## src/rtl/t05_bit_packer.sv

```systemverilog
// Serial-to-word packer: collects code bits MSB-first into WORD_W-bit words,
// buffers them in a small show-ahead FIFO and zero-pads the final partial word on flush.
module t05_bit_packer #(
    parameter int WORD_W     = 32,
    parameter int FIFO_DEPTH = 4
) (
    input  logic                    clk,
    input  logic                    rst,
    input  logic                    start,
    input  logic                    bit_in,
    input  logic                    bit_valid,
    output logic                    bit_ready,
    input  logic                    flush,
    output logic [WORD_W-1:0]       word_out,
    output logic                    word_valid,
    input  logic                    word_ready,
    output logic [$clog2(WORD_W):0] last_bits,
    output logic [31:0]             total_bits,
    output logic                    done,
    output logic [2:0]              dbg_state
);
    localparam int CNTW = $clog2(WORD_W);
    localparam int LBW  = CNTW + 1;
    localparam int AW   = $clog2(FIFO_DEPTH);
    localparam int CW   = AW + 1;

    typedef enum logic [2:0] {
        S_IDLE  = 3'd0,
        S_PACK  = 3'd1,
        S_FLUSH = 3'd2,
        S_DRAIN = 3'd3,
        S_DONE  = 3'd4
    } state_t;

    state_t            state_q, state_d;
    logic [WORD_W-1:0] shift_q, shift_d;
    logic [CNTW-1:0]   bit_cnt_q, bit_cnt_d;
    logic [31:0]       total_q, total_d;
    logic [LBW-1:0]    last_q, last_d;

    logic [WORD_W-1:0] mem_q [FIFO_DEPTH];
    logic [AW-1:0]     wr_ptr_q, rd_ptr_q;
    logic [CW-1:0]     count_q;

    logic              push, pop, fifo_full, bit_acc;
    logic [WORD_W-1:0] push_data;
    logic [LBW-1:0]    pad_shift;

    // Handshakes: a bit moves when bit_valid && bit_ready; a word moves when
    // word_valid && word_ready. bit_ready looks only at the registered FIFO count.
    assign fifo_full  = (count_q == CW'(FIFO_DEPTH));
    assign word_valid = (count_q != '0);
    assign word_out   = mem_q[rd_ptr_q];
    assign pop        = word_valid && word_ready;
    assign bit_acc    = bit_valid && bit_ready;
    assign pad_shift  = LBW'(WORD_W) - {1'b0, bit_cnt_q};

    assign last_bits  = last_q;
    assign total_bits = total_q;
    assign done       = (state_q == S_DONE);
    assign dbg_state  = state_q;

    always_comb begin
        state_d   = state_q;
        shift_d   = shift_q;
        bit_cnt_d = bit_cnt_q;
        total_d   = total_q;
        last_d    = last_q;
        push      = 1'b0;
        push_data = '0;
        bit_ready = 1'b0;
        case (state_q)
            S_IDLE, S_DONE: begin
                if (start) begin
                    state_d   = S_PACK;
                    shift_d   = '0;
                    bit_cnt_d = '0;
                    total_d   = '0;
                    last_d    = '0;
                end
            end
            S_PACK: begin
                bit_ready = !fifo_full;
                if (bit_acc) begin
                    shift_d = {shift_q[WORD_W-2:0], bit_in};
                    total_d = total_q + 32'd1;
                    if (bit_cnt_q == CNTW'(WORD_W - 1)) begin
                        push      = 1'b1;
                        push_data = {shift_q[WORD_W-2:0], bit_in};
                        bit_cnt_d = '0;
                    end else begin
                        bit_cnt_d = bit_cnt_q + CNTW'(1);
                    end
                end
                if (flush) state_d = S_FLUSH;
            end
            S_FLUSH: begin
                if (bit_cnt_q != '0) begin
                    // Partial bits sit right-aligned in shift_q; left-align them.
                    if (!fifo_full) begin
                        push      = 1'b1;
                        push_data = shift_q << pad_shift;
                        last_d    = {1'b0, bit_cnt_q};
                        state_d   = S_DRAIN;
                    end
                end else begin
                    last_d  = (total_q != 32'd0) ? LBW'(WORD_W) : '0;
                    state_d = S_DRAIN;
                end
            end
            S_DRAIN: begin
                if (count_q == '0) state_d = S_DONE;
            end
            default: state_d = S_IDLE;
        endcase
    end

    always_ff @(posedge clk or posedge rst) begin
        if (rst) begin
            state_q   <= S_IDLE;
            shift_q   <= '0;
            bit_cnt_q <= '0;
            total_q   <= '0;
            last_q    <= '0;
        end else begin
            state_q   <= state_d;
            shift_q   <= shift_d;
            bit_cnt_q <= bit_cnt_d;
            total_q   <= total_d;
            last_q    <= last_d;
        end
    end

    always_ff @(posedge clk or posedge rst) begin
        if (rst) begin
            for (int i = 0; i < FIFO_DEPTH; i++) mem_q[i] <= '0;
            wr_ptr_q <= '0;
            rd_ptr_q <= '0;
            count_q  <= '0;
        end else begin
            if (push) begin
                mem_q[wr_ptr_q] <= push_data;
                wr_ptr_q        <= wr_ptr_q + AW'(1);
            end
            if (pop) rd_ptr_q <= rd_ptr_q + AW'(1);
            count_q <= count_q + CW'(push) - CW'(pop);
        end
    end
endmodule

```

## config.mk

```make
export PLATFORM = sky130hd
export DESIGN_NAME = t05_bit_packer
export DESIGN_NICKNAME = d
export VERILOG_FILES = /design/src/rtl/t05_bit_packer.sv
export SDC_FILE = /design/constraint.sdc
export NUM_CORES = 1
export LEC_CHECK = 0
export BUFFER_PORTS_ARGS = -buffer_cell sky130_fd_sc_hd__buf_2
export CAP_MARGIN = 20
export CORE_UTILIZATION = 55
export CTS_CLUSTER_SIZE = 8
export DETAILED_ROUTE_END_ITERATION = 10
export GPL_TIMING_DRIVEN = 0
export PLACE_DENSITY = 0.74
export RECOVER_POWER = 100
export SETUP_SLACK_MARGIN = 0.05
export SYNTH_ARGS = -nofsm -noshare
export SYNTH_HDL_FRONTEND = slang
export SYNTH_SLANG_ARGS = --single-unit
```

## constraint.sdc

```tcl
create_clock -name clk -period 7.55 [get_ports clk]
set_input_delay 0.3775 -clock clk [delete_from_list [all_inputs] [get_ports clk]]
set_output_delay 0.3775 -clock clk [all_outputs]
set_load 0.02 [all_outputs]
```

Word level (Yosys, flattened, before mapping)
Index checks and enable logic that the tools add are counted.
{ "word_totals": {"ff_bits": 213, "inputBits": 7, "out_inout_bits": 76, "word_cells": 88} }
{ "classes": {"addsub": 7, "n_lt_le_gt_ge": 3, "eq_ne": 11, "shift": 1, "mux": 37, "bitwise": 2, "n_reduce_logical": 15} }
{ "ops": {"columns": ["operator", "n"], "rows": [
  ["$mux 32", 10],
  ["$pmux 32 s2", 3],
  ["$bwmux 128", 1],
  ["$bmux 32 s2", 1],
  ["$demux 32 s2", 1],
  ["$add 32x1->32 const B", 1],
  ["$reduce_bool 32->1", 1],
  ["$shl 32x6->32", 1],
  ["$mux 6", 4],
  ["$mux 3", 5],
  ["$mux 5", 3],
  ["$pmux 3 s4", 1],
  ["$pmux 6 s2", 1],
  ["$pmux 5 s2", 1],
  ["$ne 2x2->1 const B", 4],
  ["$eq 3x2->1 const B", 2],
  ["$eq 3x3->1 const B", 2],
  ["$ge 3x3->1 const B", 2],
  ["$logic_not 3->1", 2],
  ["$not 2->3", 2],
  ["$reduce_and 3->1", 2],
  ["$sub 6x5->6 const A", 1],
  ["$add 5x1->5 const B", 1],
  ["$eq 5x5->1 const B", 1],
  ["15 further kinds", 23]
]} }

Logic depth before layout (Yosys ltp)
{ "logic_depth": {"depth_word": 8, "ltp_mapped": 21} }

Least setup slack after synthesis
OpenSTA, ideal clock, no wires.
{ "synth_timing": {"kind": "register to register", "from": "register bit_cnt_q[0]", "to": "register count_q[2]", "setup_time_ps": 126, "t_arrival_ps": 3914, "required_ps": 7424, "setup_slack_ps": 3510, "path_stages_with_launch": 22, "path_buffers": 6, "period_less_slack_ps": 4040, "cell_sequence": "dfrtp_1 -> buf_6 -> buf_6 -> inv_2 -> buf_2 -> buf_2 -> ha_1 -> buf_2 -> nor3b_1 -> ha_1 -> nor4b_4 -> inv_1 -> a21oi_1 -> buf_4 -> inv_1 -> ha_1 -> inv_1 -> ha_1 -> inv_1 -> fa_1 -> xnor2_1 -> xnor2_1"} }
{ "synth_between": {"elab_chain_len": 6, "word_cells_on_any_way": 8, "classes_between": "2 x add/sub; 1 x eq/ne; 4 x mux; 1 x reduce/logical"} }
{ "synth_lines": {"columns": ["element", "line", "text"], "rows": [
  ["start, declared", "37", "logic [CNTW-1:0] bit_cnt_q, bit_cnt_d;"],
  ["start signal, assigned", "128", "bit_cnt_q <= bit_cnt_d;"],
  ["$eq 5x5->1", "87", "if (bit_cnt_q == CNTW'(WORD_W - 1)) begin"],
  ["$mux 1", "87", null],
  ["$mux 1", "84", "if (bit_acc) begin"],
  ["$pmux 1 s2 *", "72", "case (state_q)"],
  ["$add 3x1->3 *", "146", "count_q <= count_q + CW'(push) - CW'(pop);"],
  ["$sub 3x1->3 *", "146", null],
  ["end signal, assigned", "146", null],
  ["end, declared", "43", "logic [CW-1:0] count_q;"]
]} }
Every way passes the cells marked *; elsewhere a longest branch is shown, timed or not.
A chain may end at the register's enable or synchronous reset.

Worst setup path after layout
Ends and elaborated chain as after synthesis.

==> qor_table.md <==
| Item | Reported | Unit |
|:---|:---|:---|
| Outcome | finished with violations | - |
| Violations in the final reports | max-capacitance violations, max-slew violations | - |
| Area occupied by multi-input gates | 5750 | sq um |
| CP max stage delay | 0.99 | ns |
| Final hold violations | 0 | - |
| Worst setup skew after layout | 0.0140 | ns |
| Slew HR | -262 | % |
| CP startpoint kind | register | - |
| Proportion of synthesized flip-flops having asynchronous set or reset | 100 | % |
| Wire length of the first global-routing pass | 51,800 | um |
| TritonCTS clock tree | yes | - |
| Unrepaired setup endpoints after global routing | no | - |
| Worst hold path stage count | 3 | - |
| Total number of clock tree sinks | 213 | - |
| Final global-route overflow total | 0 | - |
| First-iteration detailed-routing DRC count | 824 | - |
| DP HPWL | 22,900 | um |
| Dominant synthesized flop cell | dfrtp_1 | - |
| Final layout net count | 1,250 | - |
| Routed vias | 9,475 | - |
| # H-tree levels | 1 | - |
| Hold bufs inserted after CTS | 0 | - |
| Layout fillers | 1,716 | - |
| Final weighted congestion in routability-driven placement | 1.03 | - |
| Fraction of final layout cells with drive strength greater than 1 | 14.6 | % |
| Post-Syn Area per Cell | 10.4 | sq um |
| Critical path endpoint category | register | - |
| Synthesized area | 11,600 | sq um |
| Number of warnings reported in the yosys synthesis log | 0 | - |
| Register bit count reported by yosys | 213 | - |
| Total GRT Usage | 30.4 | % |
| Average routed wire per standard cell | 21.4 | um |
| Met3 routing resource usage after global routing | 4.53 | % |
| Maximum buffer depth of the clock tree | 3 | - |
| Sequential-to-total area share from yosys stat | 46.0 | % |
| Routed vias/inst | 6.31 | - |
| Slowest library cell on the worst path | nor4b_1 | - |
| Antenna diode instance count | 0 | - |
| Depth of the worst register-to-register path | 21 | - |
| Core region area | 20,400 | sq um |
| Slew Viols, Final | 135 | - |
| Number of buffers added by the clock tree synthesis step | 30 | - |
| CP dominant cell by count | inv_1 | - |
| Port Buffers | 82 | - |
| Remaining routing DRC violations | 0 | - |
| Number of buffers added for setup after CTS | 0 | - |
| Met2 routing resource usage after global routing | 49.2 | % |
| Met1 demand-to-capacity share in global routing | 41.5 | % |
| Maximum resistive drop on vdd | 0.237 | mV |
| Largest net degree at the start of global routing | 124 | - |
| Root Buffer Master | clkbuf_16 | - |
| List of cells traversed by the critical path | buf_6 > buf_6 > inv_1 > buf_2 > clkbuf_1 > ha_1 > buf_2 > nor3b_1 > ha_1 > nor4b_1 > inv_1 > a21oi_1 > clkbuf_1 > inv_1 > ha_1 > inv_1 > ha_1 > inv_1 > fa_1 > xnor2_1 > xnor2_1 | - |
| Top-level I/O count | 83 | - |
| X dimension of the die | 147 | um |
| Upper clock frequency limit | 0.168 | GHz |
| Vias in the first global route | 9,415 | - |
| Most common cell after layout, fill and taps aside | dfrtp_1 | - |
| Power density cells | 281 | nW/um^2 |
| Critical Path RT | 8.01 | ns |
| CP Class | register to register | - |
| Footprint of the flip-flops and latches | 5330 | sq um |
| Number of antenna violations at the first check in global routing | 0 | - |
| Detail Route Antenna Nets | 0 | - |
| Aggregate routed wire length | 32,200 | um |
| Period utilization | 78.7 | % |
| Most frequent cells in the layout | dfrtp_1 (213), nand2_1 (191), clkbuf_1 (135), o21ai_0 (99), nor2_1 (70) | - |
| Actual transition at the worst max-transition pin | 5.41 | ns |
| Tmin final | 5.94 | ns |
| Clk pin slew, worst setup/hold paths | 0.05 | ns |
| Total negative setup slack | 0 | ns |
| Cell count after synthesis | 1,114 | - |
| Rows | 52 | - |
| Starting utilization of the core area | 56.7 | % |
| Filler-free cell count of the finished design | 1,501 | - |
| Unique cell type count in the Yosys netlist | 78 | - |
| Max-capacitance violation count | 2 | - |
| Largest fanout on the critical path | 10 | - |
| Setup Viol. Count Final | 0 | - |
| Static leakage | 5.74 | nW |
| Critical path data arrival time | 6.40 | ns |
| P&R area growth vs syn | 12.5 | % |
| Most Crowded Layer GR | met2 | - |
| Die area | 21,600 | sq um |
| Clk_lat worst skew | 0.54 | ns |
| Die height | 147 | um |
| Final-layout worst hold slack | 0.122 | ns |
| Number of cells after detailed placement | 1,468 | - |
| Number of enable-type register cells in the synthesized netlist | 0 | - |
| Drt pass-1 iters | 5 | - |
| Number of nets produced by synthesis | 1,134 | - |
| Hold crit path type | input pin to register | - |
| Resize count post-CTS | 0 | - |
==> final timing paths <==
kind | end | start | slack (ns)
max in group asynchronous | mem_q[126] | rst | 3.63
setup reg to reg | count_q[2] | bit_cnt_q[0] | 1.61
hold reg to reg | shift_q[31] | shift_q[31] | 0.47
hold / removal | shift_q[0] | bit_in | 0.12
min in group asynchronous | mem_q[99] | rst | 1.50
setup / recovery | count_q[2] | bit_cnt_q[0] | 1.61
==> cell usage after synthesis, drive strengths merged, types with 21 or more instances <==
cell / instances / area, sq um
dfrtp: 213 / 5330
nand2: 193 / 729
o21ai: 103 / 515
nor2: 70 / 265
nand3: 60 / 313
mux4: 54 / 1220
mux2: 53 / 597
clkbuf: 48 / 180
buf: 35 / 208
a21oi: 27 / 139
inv: 24 / 90.1
mux2i: 23 / 230
xnor2: 21 / 184
==> metrics by stage <==
step	util (%)	setup WS [ns]	power (mW)	instance area, sq um
floorplan	-	1.35	2.16	11600
global placement	60.4	-0.947	2.47	12300
detailed placement	60.6	2.76	2.50	12400
CTS	64.4	2.72	3.69	13200
global route	63.8	1.24	3.82	13000
finish	63.8	1.61	3.66	13000
==> per-layer routing <==
layer	share of wire [%]	vias up
li1	-	4236
met3	7.2	108
met5	0	-
met4	4.0	0
met1	42	4684
met2	47	447
==> cell type report <==
cell class | instances | area share [%]
Buffer | 83 | 2.87
Clock buffer | 33 | 6.09
Inverter | 24 | 0.701
Multi-Input combinational cell | 794 | 44.1
Sequential cell | 213 | 40.9
Tap cell | 270 | 2.59
Timing Repair Buffer | 84 | 2.70
==> power breakdown <==
| group | total, mW | switching (mW) | internal [mW] |
|---|---|---|---|
| combinational | 1.17 | 0.783 | 0.389 |
| sequential | 1.31 | 0.0733 | 1.23 |
| clock | 1.19 | 0.464 | 0.721 |
==> state kept, by name (all words and copies together) (netlist names) <==
signal	count
mem_q	128
shift_q	32
total_bits	32
last_bits	6
bit_cnt_q	5
count_q	3
dbg_state	3
rd_ptr_q	2
wr_ptr_q	2
==> worst max-delay path, delay by kind of cell (launching register included) <==
family,cells,cell delay (ns)
xor+xnor,2,0.33
fa+ha+maj,5,1.33
flops,1,0.36
buf+inv,11,2.20
simple gates,2,1.15
compound gates,1,0.48
==> logic make-up (layout without fill, tap and decap cells) <==
logic type,after synthesis,after routing,share of synthesized area (%)
adders and majority gates,13,13,1.47
xor gates and xnor gates,35,35,2.65
buffers and inverters,107,224,4.13
AOI/OAI and AO/OA,209,209,11.6
and+or+nand+nor,407,407,16.5
DFF,213,213,46.0
muxes,130,130,17.6
No activity file was read; power rests on OpenSTA's default activity.
